## config.mk

```make
export PLATFORM = sky130hd
export DESIGN_NAME = alu_flag_unit
export DESIGN_NICKNAME = d
export VERILOG_FILES = /design/src/rtl/alu_flag_unit.sv
export SDC_FILE = /design/constraint.sdc
export NUM_CORES = 1
export LEC_CHECK = 0
export ABC_AREA = 0
export ABC_CLOCK_PERIOD_IN_PS = 1600
export BUFFER_PORTS_ARGS = -buffer_cell sky130_fd_sc_hd__buf_4
export CORE_MARGIN = 2
export CORE_UTILIZATION = 50
export CTS_BUF_LIST = sky130_fd_sc_hd__clkbuf_8 sky130_fd_sc_hd__clkbuf_16
export CTS_CLUSTER_DIAMETER = 100
export DETAILED_ROUTE_END_ITERATION = 6
export HOLD_SLACK_MARGIN = 0.02
export PLACE_DENSITY = 0.81
export SLEW_MARGIN = 20
export SYNTH_ARGS = -nofsm -noshare
export SYNTH_HDL_FRONTEND = slang
export SYNTH_SLANG_ARGS = --single-unit
```

## constraint.sdc

```tcl
create_clock -name clk -period 1.6 [get_ports clk]
set_input_delay 0.24 -clock clk [delete_from_list [all_inputs] [get_ports clk]]
set_output_delay 0.24 -clock clk [all_outputs]
set_load 0.1 [all_outputs]
```

## src/rtl/alu_flag_unit.sv

```systemverilog
// rtl/alu_flag_unit.sv - held ALU status flags, branch-condition evaluation and flag save stack
module alu_flag_unit #(
  parameter int DEPTH = 4,
  parameter int CW    = $clog2(DEPTH + 1)
) (
  input  logic          clk,
  input  logic          rst_n,
  input  logic          flags_we,
  input  logic          co_in,
  input  logic          ovf_in,
  input  logic          z_in,
  input  logic          n_in,
  input  logic          push,
  input  logic          pop,
  input  logic          clr_err,
  input  logic [3:0]    cond,
  output logic [3:0]    flags_q,
  output logic          cond_true,
  output logic [CW-1:0] count,
  output logic          stack_full,
  output logic          stack_empty,
  output logic          stack_err
);

  localparam logic [CW-1:0] DEPTH_C = CW'(DEPTH);
  localparam logic [CW-1:0] ONE_C   = CW'(1);

  logic [3:0]    mem [DEPTH];
  logic [3:0]    top_flags;
  logic [CW-1:0] count_m1;
  logic          push_only;
  logic          pop_only;
  logic          do_push;
  logic          do_pop;
  logic          new_err;

  // Individual flag views of the held register
  logic f_n, f_z, f_co, f_ovf;
  assign {f_n, f_z, f_co, f_ovf} = flags_q;

  assign stack_full  = (count == DEPTH_C);
  assign stack_empty = (count == '0);
  assign count_m1    = count - ONE_C;

  // Simultaneous push and pop cancel each other; only a lone request acts on the stack
  assign push_only = push & ~pop;
  assign pop_only  = pop & ~push;
  assign do_push   = push_only & ~stack_full;
  assign do_pop    = pop_only & ~stack_empty;
  assign new_err   = (push_only & stack_full) | (pop_only & stack_empty);

  // Read the current top-of-stack entry without a narrowing index
  always_comb begin
    top_flags = '0;
    for (int i = 0; i < DEPTH; i++) begin
      if (count_m1 == CW'(i)) top_flags = mem[i];
    end
  end

  // Branch condition decode on the held flags
  always_comb begin
    cond_true = 1'b0;
    case (cond)
      4'd0:    cond_true = f_z;
      4'd1:    cond_true = ~f_z;
      4'd2:    cond_true = f_co;
      4'd3:    cond_true = ~f_co;
      4'd4:    cond_true = f_n;
      4'd5:    cond_true = ~f_n;
      4'd6:    cond_true = f_ovf;
      4'd7:    cond_true = ~f_ovf;
      4'd8:    cond_true = f_co & ~f_z;
      4'd9:    cond_true = ~f_co | f_z;
      4'd10:   cond_true = (f_n == f_ovf);
      4'd11:   cond_true = (f_n != f_ovf);
      4'd12:   cond_true = ~f_z & (f_n == f_ovf);
      4'd13:   cond_true = f_z | (f_n != f_ovf);
      4'd14:   cond_true = 1'b1;
      default: cond_true = 1'b0;
    endcase
  end

  // Flag register: a fresh ALU result takes priority over a restore from the stack
  always_ff @(posedge clk or negedge rst_n) begin
    if (!rst_n) begin
      flags_q <= '0;
    end else if (flags_we) begin
      flags_q <= {n_in, z_in, co_in, ovf_in};
    end else if (do_pop) begin
      flags_q <= top_flags;
    end
  end

  // Occupancy counter doubles as the stack pointer
  always_ff @(posedge clk or negedge rst_n) begin
    if (!rst_n) begin
      count <= '0;
    end else if (do_push) begin
      count <= count + ONE_C;
    end else if (do_pop) begin
      count <= count_m1;
    end
  end

  // Sticky misuse indicator; a new error beats a simultaneous clear
  always_ff @(posedge clk or negedge rst_n) begin
    if (!rst_n) begin
      stack_err <= 1'b0;
    end else if (new_err) begin
      stack_err <= 1'b1;
    end else if (clr_err) begin
      stack_err <= 1'b0;
    end
  end

  // Snapshot storage captures the pre-edge flags; contents need no reset
  always_ff @(posedge clk) begin
    for (int i = 0; i < DEPTH; i++) begin
      if (do_push && (count == CW'(i))) mem[i] <= flags_q;
    end
  end

endmodule

```

==> flow_summary.yaml, run 1 <==
critical_path:
  cp.required_ps: 1360
  path_delay_family: "compound AO/OA/AOI/OAI gates"
  arrival_ps: 1780
  max_stage_delay_ps: 520
  worstSetupStartpointType: "flip-flop"
  slowest_stage: "dfrtp_4"
  critPathKind: "flip-flop to output port"
  cp_num_buf_inv: 2
  crit_path_cell_trace: "buf_6, o21bai_1, a31oi_1, o221a_1, o21ai_4, buf_12"
  r2r-start: "count[0]$_DFFE_PN0P_"
  worst-path-max-fanout: 4
  worstSetupEndpointType: "output port"
  cp-startpoint: "flags_q[2]$_DFFE_PN0P_"
sta:
  hold_violations: 0
  drv_slew: 0
  fmax_ghz: 0.4957
  fin_crit_ps: 2017
  worst_slack_ps: -417.4
  setup_violations: 5
  max-slew-margin-rel_pct: 79.34
  timing.final.crit_share_pct: 126.1
  skew_ps: 5.222
  rsz0062_at_grt: "yes"
  tightestPinTransition_ps: 309.9
placed_design:
  placed_cells: 231
  hpwl_um: 2985
  pre_cts_slack_ps: -154.7
  port_buffers: 24
  gp_congestion: 0.9043
global_route:
  grt_pass1_wl_um: 7044
  overflow: 0
  antenna_found_initial: 0
  grt_util_all_layers_pct: 26.83
  grt_max_degree: 15
  grt_pass1_vias: 1473
yosys:
  synth_commonest_cells: "16 x edfxtp_1, 12 x inv_1, 12 x nand2_1, 10 x a21oi_1, 9 x nor2_1"
  ys_warn_count: 0
  ys.flop_type: "edfxtp_1"
  yosysUniqueCellTypes: 46
  synth.most_common_cell: "edfxtp_1"
  netlist_instances: 153
  yosys.area.top_type: "edfxtp_1"
  synth_edf_count: 16
  synth_top_area_share_pct: 30.62
  seq_area_frac_synth_pct: 43.38
  ys_top_cells_by_area: "edfxtp_1 31%, dfrtp_1 13%, ha_1 6.4%, a21oi_1 3.2%, inv_1 2.9%"
  syn-num-nets: 175
  synth-seq-cells: 24
  synth-async-reset-ratio_pct: 33.33
  netlist_area_mm2: 0.001569
  synth_area_per_cell_um2: 10.25
final_layout:
  multi_input_area_mm2: 0.001067
  final_cells: 248
  area_delta_synth_final_pct: 56.46
  final_nets: 227
  antenna_cells: 0
  register_area_um2: 704.4
  fill_cells: 182
  drive_above_1_share_pct: 52.94
routing:
  ant_nets: 0
  dr.pass1.iters: 4
  drt_iter0_drc: 117
  routedWlPerCell_um: 19.23
  drt_wl_total_um: 4768
  routed-via-count: 1459
  vias_per_cell: 5.883
  drc: 0
status:
  violations: "setup timing"
  status: "complete, but fails checks"
clock_network:
  cts_max_path_buffers: 2
  clk_latency_ps: 270
  cts_num_sinks: 24
  cts_max_level: 1
  clk_pin_slew_ps: 80
  cts_tree: "yes"
  cts-root-buf: "clkbuf_8"
  cts_buffers: 3
min_path:
  min_path_type: "primary input to flip-flop"
  hp-start: "clr_err"
floorplanning:
  io_pins: 25
  num_rows: 20
  die_width_um: 60.02
  die_h_um: 60.02
  core-area_mm2: 0.003028
  die-area_mm2: 0.003602
  initial_core_util_pct: 51.82
job:
  cap_violations: 0
## cells in the final DEF (no fill, tap or decap), drive strengths merged, types with 2 or more instances in the layout
master | Yosys | layout
a211oi | 2 | 2
a21oi | 10 | 10
a22oi | 2 | 2
and3 | 7 | 7
and4b | 4 | 4
buf | 7 | 56
clkbuf | 1 | 3
dfrtp | 8 | 8
edfxtp | 16 | 16
ha | 8 | 8
inv | 12 | 11
nand2 | 12 | 12
nand2b | 3 | 3
nand3 | 4 | 4
nand3b | 2 | 2
nor2 | 9 | 9
nor2b | 2 | 2
nor3 | 2 | 2
o21ai | 8 | 8
o221ai | 4 | 4
o2bb2ai | 2 | 2
o31ai | 5 | 5
xnor2 | 5 | 5
xor2 | 3 | 3
## worst paths after layout
check	endpoint	slack, ps	cells past startpoint
hold reg to reg	stack_err$_DFFE_PN0P_	560	2
min in group asynchronous	flags_q[3]$_DFFE_PN0P_	330	2
setup reg to reg	flags_q[2]$_DFFE_PN0P_	-80	7
setup / recovery	cond_true	-420	6
hold / removal	stack_err$_DFFE_PN0P_	160	2
max in group asynchronous	flags_q[2]$_DFFE_PN0P_	1100	2
## per-layer routing
layer | global-route usage [%] | part of all wire [%] | up-vias
li1 | - | - | 664
met1 | 33.52 | 41 | 715
met2 | 44.72 | 51 | 60
met3 | 5.411 | 4.6 | 20
met4 | 11.75 | 3.8 | 0
met5 | 0 | 0 | -
## stage by stage
stage	hold WS, ps	util [%]	instance area [um^2]	setup TNS [ps]
6_report	160.0	81.07	2455	-642.8
5_1_grt	163.0	81.07	2455	-998.1
2_1_floorplan	-55.59	-	1762	-1089
3_3_place_gp	76.67	67.93	2057	-130.8
4_1_cts	158.7	75.00	2271	-462.9
3_5_place_dp	78.02	67.93	2057	-530.4
## flip-flops by register name, summed over array words and instances (netlist names)
| name | cells |
|---|---|
| mem | 16 |
| flags_q | 4 |
| count | 3 |
| stack_err | 1 |
## what timing repair did
item                                    CTS  global route
setup buffers                            10             2
endpoints found under the setup margin   11             9
gates resized for setup                  13            31
pin swaps                                 5            18
endpoints found under the hold margin     8             0
hold buffers                              1             0
cloned                                    0             0
## worst register-to-register path: stages, from the launching register on
cell and delay (ps):
dfrtp_4 530, inv_6 110, ha_4 190, xor2_2 150
buf_6 180, nor2_4 50, o221ai_2 200, nand3_1 140
## cells by family (layout without fill, tap and decap cells)
kind of cell | count (synthesis) | after routing | synth area share [%]
mux | 1 | 1 | 0.6380
xor+xnor | 8 | 8 | 4.945
flops | 24 | 24 | 43.38
fa+ha+maj | 8 | 8 | 6.380
buf+inv | 22 | 73 | 8.373
compound gates | 41 | 41 | 18.02
simple gates | 49 | 49 | 18.26
## area by class of cell
| class | instances | area share, % |
|---|---|---|
| multi-input cells | 107 | 43.48 |
| clock inverters | 1 | 1.223 |
| repair buffers | 57 | 20.18 |
| inverters | 12 | 2.497 |
| clock buffers | 3 | 1.682 |
| flip-flops and latches | 24 | 28.70 |
| well taps | 44 | 2.243 |
Power of run 1 is not shown: default switching activity piles up to over one toggle a cycle in this logic, so the estimate is an artifact.
==> run 2, diff against run 1 <==
--- a/config.mk
+++ b/config.mk
@@ -15,6 +15,7 @@
 export DETAILED_ROUTE_END_ITERATION = 6
 export HOLD_SLACK_MARGIN = 0.02
 export PLACE_DENSITY = 0.81
+export SETUP_SLACK_MARGIN = 0.4
 export SLEW_MARGIN = 20
 export SYNTH_ARGS = -nofsm -noshare
 export SYNTH_HDL_FRONTEND = slang
==> flow_summary.yaml, run 2 (synthesis gave the netlist of run 1 again) <==
global_route:
  overflow: 0
  grt_pass1_wl_um: 8500
  grt_pass1_vias: 1610
  antenna_found_initial: 0
  grt_util_all_layers_pct: 33.24
  grt_max_degree: 15
final_layout:
  reg_top3: "mem: 16 flops, flags_q: 4 flops, count: 3 flops"
  fill_cells: 77
  drive_above_1_share_pct: 61.47
  postLayoutCoreUtil_pct: 94.46
  area_delta_synth_final_pct: 82.30
  largest_reg_flops: 16
  antenna_cells: 0
  multi_input_area_mm2: 0.001156
  final_cell_mix: "32 x buf_4, 23 x buf_6, 16 x edfxtp_1"
  register_area_um2: 704.4
  final_common_cell: "buf_4"
  regMostFlops: "mem"
  final_nets: 241
  design_area_mm2: 0.002860
  final_cells: 262
floorplanning:
  die_width_um: 60.02
  num_rows: 20
  io_pins: 25
  die-area_mm2: 0.003602
  die_h_um: 60.02
  core-area_mm2: 0.003028
  initial_core_util_pct: 51.82
power_and_ir_drop:
  ir_worst_vdd_mv: 1.804
  power_density_mw_per_mm2: 2513
  switchingPower_mw: 3.469
  pwr-share-seq_pct: 16.5
  pwr-share-clk_pct: 7.9
  netSwitchingFraction_pct: 48.26
  fin_total_pwr_mw: 7.187
  p_int_mw: 3.719
  leakage_nw: 1.150
  power_frac_comb_pct: 75.6
sta:
  max-slew-margin-rel_pct: 65.79
  skew_ps: 1.361
  tightestPinTransition_ps: 512.1
  fin_crit_ps: 2109
  setup_violations: 12
  fin_setup_tns_ps: -1501
  drv_slew: 0
  rsz0062_at_grt: "yes"
  timing.final.crit_share_pct: 131.8
  worst_slack_ps: -509.2
  fmax_ghz: 0.4741
  hold_violations: 0
job:
  cap_violations: 0
status:
  status: "complete, but fails checks"
  violations: "setup timing"
clock_network:
  cts_num_sinks: 24
  cts-root-buf: "clkbuf_8"
  cts_buffers: 3
  cts_tree: "yes"
  clk_pin_slew_ps: 100
  cts_max_level: 1
  cts_max_path_buffers: 2
  clk_latency_ps: 280
routing:
  drt_iter0_drc: 272
  drc: 0
  routed-via-count: 1752
  routedWlPerCell_um: 26.90
  dr.pass1.iters: 7
  drt_wl_total_um: 7048
  vias_per_cell: 6.687
  ant_nets: 0
min_path:
  min_path_type: "primary input to flip-flop"
critical_path:
  worstSetupEndpointType: "output port"
  cp.required_ps: 1360
  arrival_ps: 1870
  worstSetupStartpointType: "flip-flop"
  critPathKind: "flip-flop to output port"
  worst-path-max-fanout: 4
placed_design:
  hpwl_um: 3040
  gp_congestion: 0.9735
  port_buffers: 24
  placed_area_mm2: 0.002147
  placed_cells: 228
==> run 2: final cells by class <==
class,instances,area share (%)
tap,44,1.925
clock inverter,1,1.050
sequential,24,24.63
multi-input combinational,107,40.42
clock buffer,3,1.444
timing repair buffer,71,28.13
inverter,12,2.406
==> run 2: repair_timing <==
item                                    CTS  global route
resized for setup                        66            23
endpoints found under the setup margin   33            34
buffers inserted                         19            10
hold buffers                              1             0
pin swaps                                23            16
endpoints found under the hold margin     8             0
==> run 2: worst paths after layout <==
kind	from	end	slack, ps	cells past startpoint
setup / recovery	flags_q[2]$_DFFE_PN0P_	cond_true	-510	6
hold / removal	clr_err	stack_err$_DFFE_PN0P_	160	2
setup reg to reg	count[0]$_DFFE_PN0P_	flags_q[3]$_DFFE_PN0P_	-200	7
hold reg to reg	stack_err$_DFFE_PN0P_	stack_err$_DFFE_PN0P_	590	2
max in group asynchronous	rst_n	count[1]$_DFFE_PN0P_	1070	2
min in group asynchronous	rst_n	flags_q[3]$_DFFE_PN0P_	350	2
==> run 2: power by group through the flow <==
stage	Sequential [mW]	Combinational, mW	Clock, mW
final	1.19	5.44	0.564
after global placement	1.13	3.19	0
after CTS	1.13	4.58	0.542
after floorplan	1.88	1.74	0
after detailed placement	1.14	3.29	0
after global routing	1.20	5.55	0.576
==> run 2: worst max-delay path, stage by stage (launching register included) <==
cell	delay, ps
dfrtp_4	530
buf_4	160
nor2_1	170
mux2i_1	120
o221a_1	260
o21ai_4	160
buf_12	190
==> run 2: per-layer routing <==
metal	track usage (%)	vias to the layer above	routed length (um)
met2	56.52	168	3381
met1	42.16	829	2546
met3	5.411	60	607
met5	0	-	0
li1	-	695	-
met4	12.70	0	512
==> run 2: metrics by stage <==
stage | worst slack [ps] | hold slack (ps)
2_1_floorplan | -451.2 | -55.59
5_1_grt | -506.5 | 163.1
6_report | -509.2 | 162.4
3_5_place_dp | -215.6 | 80.44
4_1_cts | -379.5 | 154.1
3_3_place_gp | -135.7 | 77.43
(Power assumes the default switching activity.)
==> run 3, diff against run 2 <==
--- a/config.mk
+++ b/config.mk
@@ -6,15 +6,15 @@
 export NUM_CORES = 1
 export LEC_CHECK = 0
 export ABC_AREA = 0
-export ABC_CLOCK_PERIOD_IN_PS = 1600
+export ABC_CLOCK_PERIOD_IN_PS = 2400
 export BUFFER_PORTS_ARGS = -buffer_cell sky130_fd_sc_hd__buf_4
 export CORE_MARGIN = 2
-export CORE_UTILIZATION = 50
+export CORE_UTILIZATION = 56
 export CTS_BUF_LIST = sky130_fd_sc_hd__clkbuf_8 sky130_fd_sc_hd__clkbuf_16
 export CTS_CLUSTER_DIAMETER = 100
 export DETAILED_ROUTE_END_ITERATION = 6
 export HOLD_SLACK_MARGIN = 0.02
-export PLACE_DENSITY = 0.81
+export PLACE_DENSITY = 0.85
 export SETUP_SLACK_MARGIN = 0.4
 export SLEW_MARGIN = 20
 export SYNTH_ARGS = -nofsm -noshare
==> constraint.sdc (replaced) <==
create_clock -name clk -period 2.4 [get_ports clk]
set_input_delay 0.36 -clock clk [delete_from_list [all_inputs] [get_ports clk]]
set_output_delay 0.36 -clock clk [all_outputs]
set_load 0.1 [all_outputs]
==> flow_summary.yaml, run 3 (synthesis gave the netlist of run 1 again) <==
critical_path:
  cp.required_ps: 2040
  cp_num_buf_inv: 2
  max_stage_delay_ps: 520
  worst-path-max-fanout: 5
  r2r-start: "count[1]$_DFFE_PN0P_"
  critPathKind: "flip-flop to output port"
  reg2reg_depth: 6
  arrival_ps: 1760
  worstSetupStartpointType: "flip-flop"
  worstSetupEndpointType: "output port"
  cp-startpoint: "flags_q[2]$_DFFE_PN0P_"
  crit_path_cell_trace: "buf_4, nor3b_2, nor3_1, o221a_1, o21ai_4, buf_12"
  path_delay_family: "flip-flops"
  slowest_stage: "dfrtp_4"
  cp.depth: 6
job:
  cap_violations: 0
final_layout:
  antenna_cells: 0
  design_area_mm2: 0.001936
  regMostFlops: "mem"
  largest_reg_flops: 16
  reg_top3: "mem: 16 flops, flags_q: 4 flops, count: 3 flops"
  final_common_cell: "buf_4"
  area_delta_synth_final_pct: 23.37
  final_nets: 200
  drive_above_1_share_pct: 31.64
  final_cell_mix: "26 x buf_4, 16 x edfxtp_1, 12 x nand2_1"
placed_design:
  placed_area_mm2: 0.001753
  hpwl_um: 2549
  port_buffers: 24
  pre_cts_slack_ps: 415.2
  gp_congestion: 0.8770
floorplanning:
  io_pins: 25
  die_width_um: 56.93
  core-area_mm2: 0.002710
  die-area_mm2: 0.003241
  die_h_um: 56.93
  num_rows: 19
  initial_core_util_pct: 57.89
sta:
  timing.final.crit_share_pct: 88.23
  fmax_ghz: 0.4722
  tightestPinTransition_ps: 648.1
  setup_violations: 0
  drv_slew: 0
  fin_hold_ws_ps: 267.1
  hold_violations: 0
  rsz0062_at_grt: "yes"
  fin_crit_ps: 2118
  skew_ps: 8.777
  worst_slack_ps: 282.4
  fin_setup_tns_ps: 0
  max-slew-margin-rel_pct: 56.46
clock_network:
  cts_num_sinks: 24
  cts_tree: "yes"
  cts_max_level: 1
  clk_pin_slew_ps: 90
  clk_latency_ps: 280
  cts_max_path_buffers: 2
  cts-root-buf: "clkbuf_8"
  cts_buffers: 3
status:
  status: "completed"
routing:
  ant_nets: 0
  vias_per_cell: 6.082
  dr.pass1.iters: 6
  drt_wl_total_um: 3740
  routedWlPerCell_um: 17.98
  routed-via-count: 1265
  drc: 0
  drt_iter0_drc: 81
global_route:
  antenna_found_initial: 0
  grt_pass1_vias: 1268
  grt_max_degree: 15
  overflow: 0
  grt_util_all_layers_pct: 25.04
  grt_pass1_wl_um: 6023
min_path:
  hp-start: "clr_err"
  holdPathStages: 2
  min_path_type: "primary input to flip-flop"
run 3: cell types whose count changed in the layout (fill, tap and decap cells not counted), moves of 4 or more:
cell	before	now
and3_4	5	0
buf_12	14	2
buf_4	32	26
buf_6	23	1
ha_1	1	7
ha_4	7	1
o21ai_0	2	7
o221ai_1	0	4
o221ai_2	4	0
o31ai_4	4	0
run 3: area by class of cell:
class,count,area [um^2]
Multi-Input combinational cell,107,815.8
Fill cell,192,774.5
Sequential cell,24,701.9
Timing Repair Buffer,30,256.5
Inverter,12,51.30
Clock buffer,3,41.29
Tap cell,31,38.79
Clock inverter,1,30.03
run 3: final timing paths:
path	end	slack, ps
setup / recovery	cond_true	280
hold / removal	stack_err$_DFFE_PN0P_	270
setup reg to reg	flags_q[0]$_DFFE_PN0P_	500
hold reg to reg	stack_err$_DFFE_PN0P_	550
max in group asynchronous	flags_q[3]$_DFFE_PN0P_	1780
min in group asynchronous	stack_err$_DFFE_PN0P_	450
run 3: stage by stage:
stage                     util (%)  cells
after floorplan                  -    153
after global placement       64.68    200
after detailed placement     64.68    200
after CTS                    70.50    208
after global routing         71.42    208
final                        71.42    208
run 3: per-layer routing:
layer / share of wire, % / routed length [um] / global-route usage (%) / up-vias
met2: 50 / 1872 / 41.87 / 60
met5: 0 / 0 / 0 / -
met3: 5.6 / 210 / 4.989 / 16
li1: - / - / - / 600
met4: 3.7 / 140 / 13.29 / 0
met1: 41 / 1516 / 30.52 / 589
run 3: timing repair:
action / 4_1_cts / 5_1_grt
hold endpoints to repair: 8 / 0
setup endpoints to repair: 7 / 11
pin swaps: 1 / 0
gates resized for setup: 14 / 4
setup buffers: 3 / 0
hold buffers: 1 / 0
gates cloned: 0 / 0
Power of run 3 is left out for the same reason.
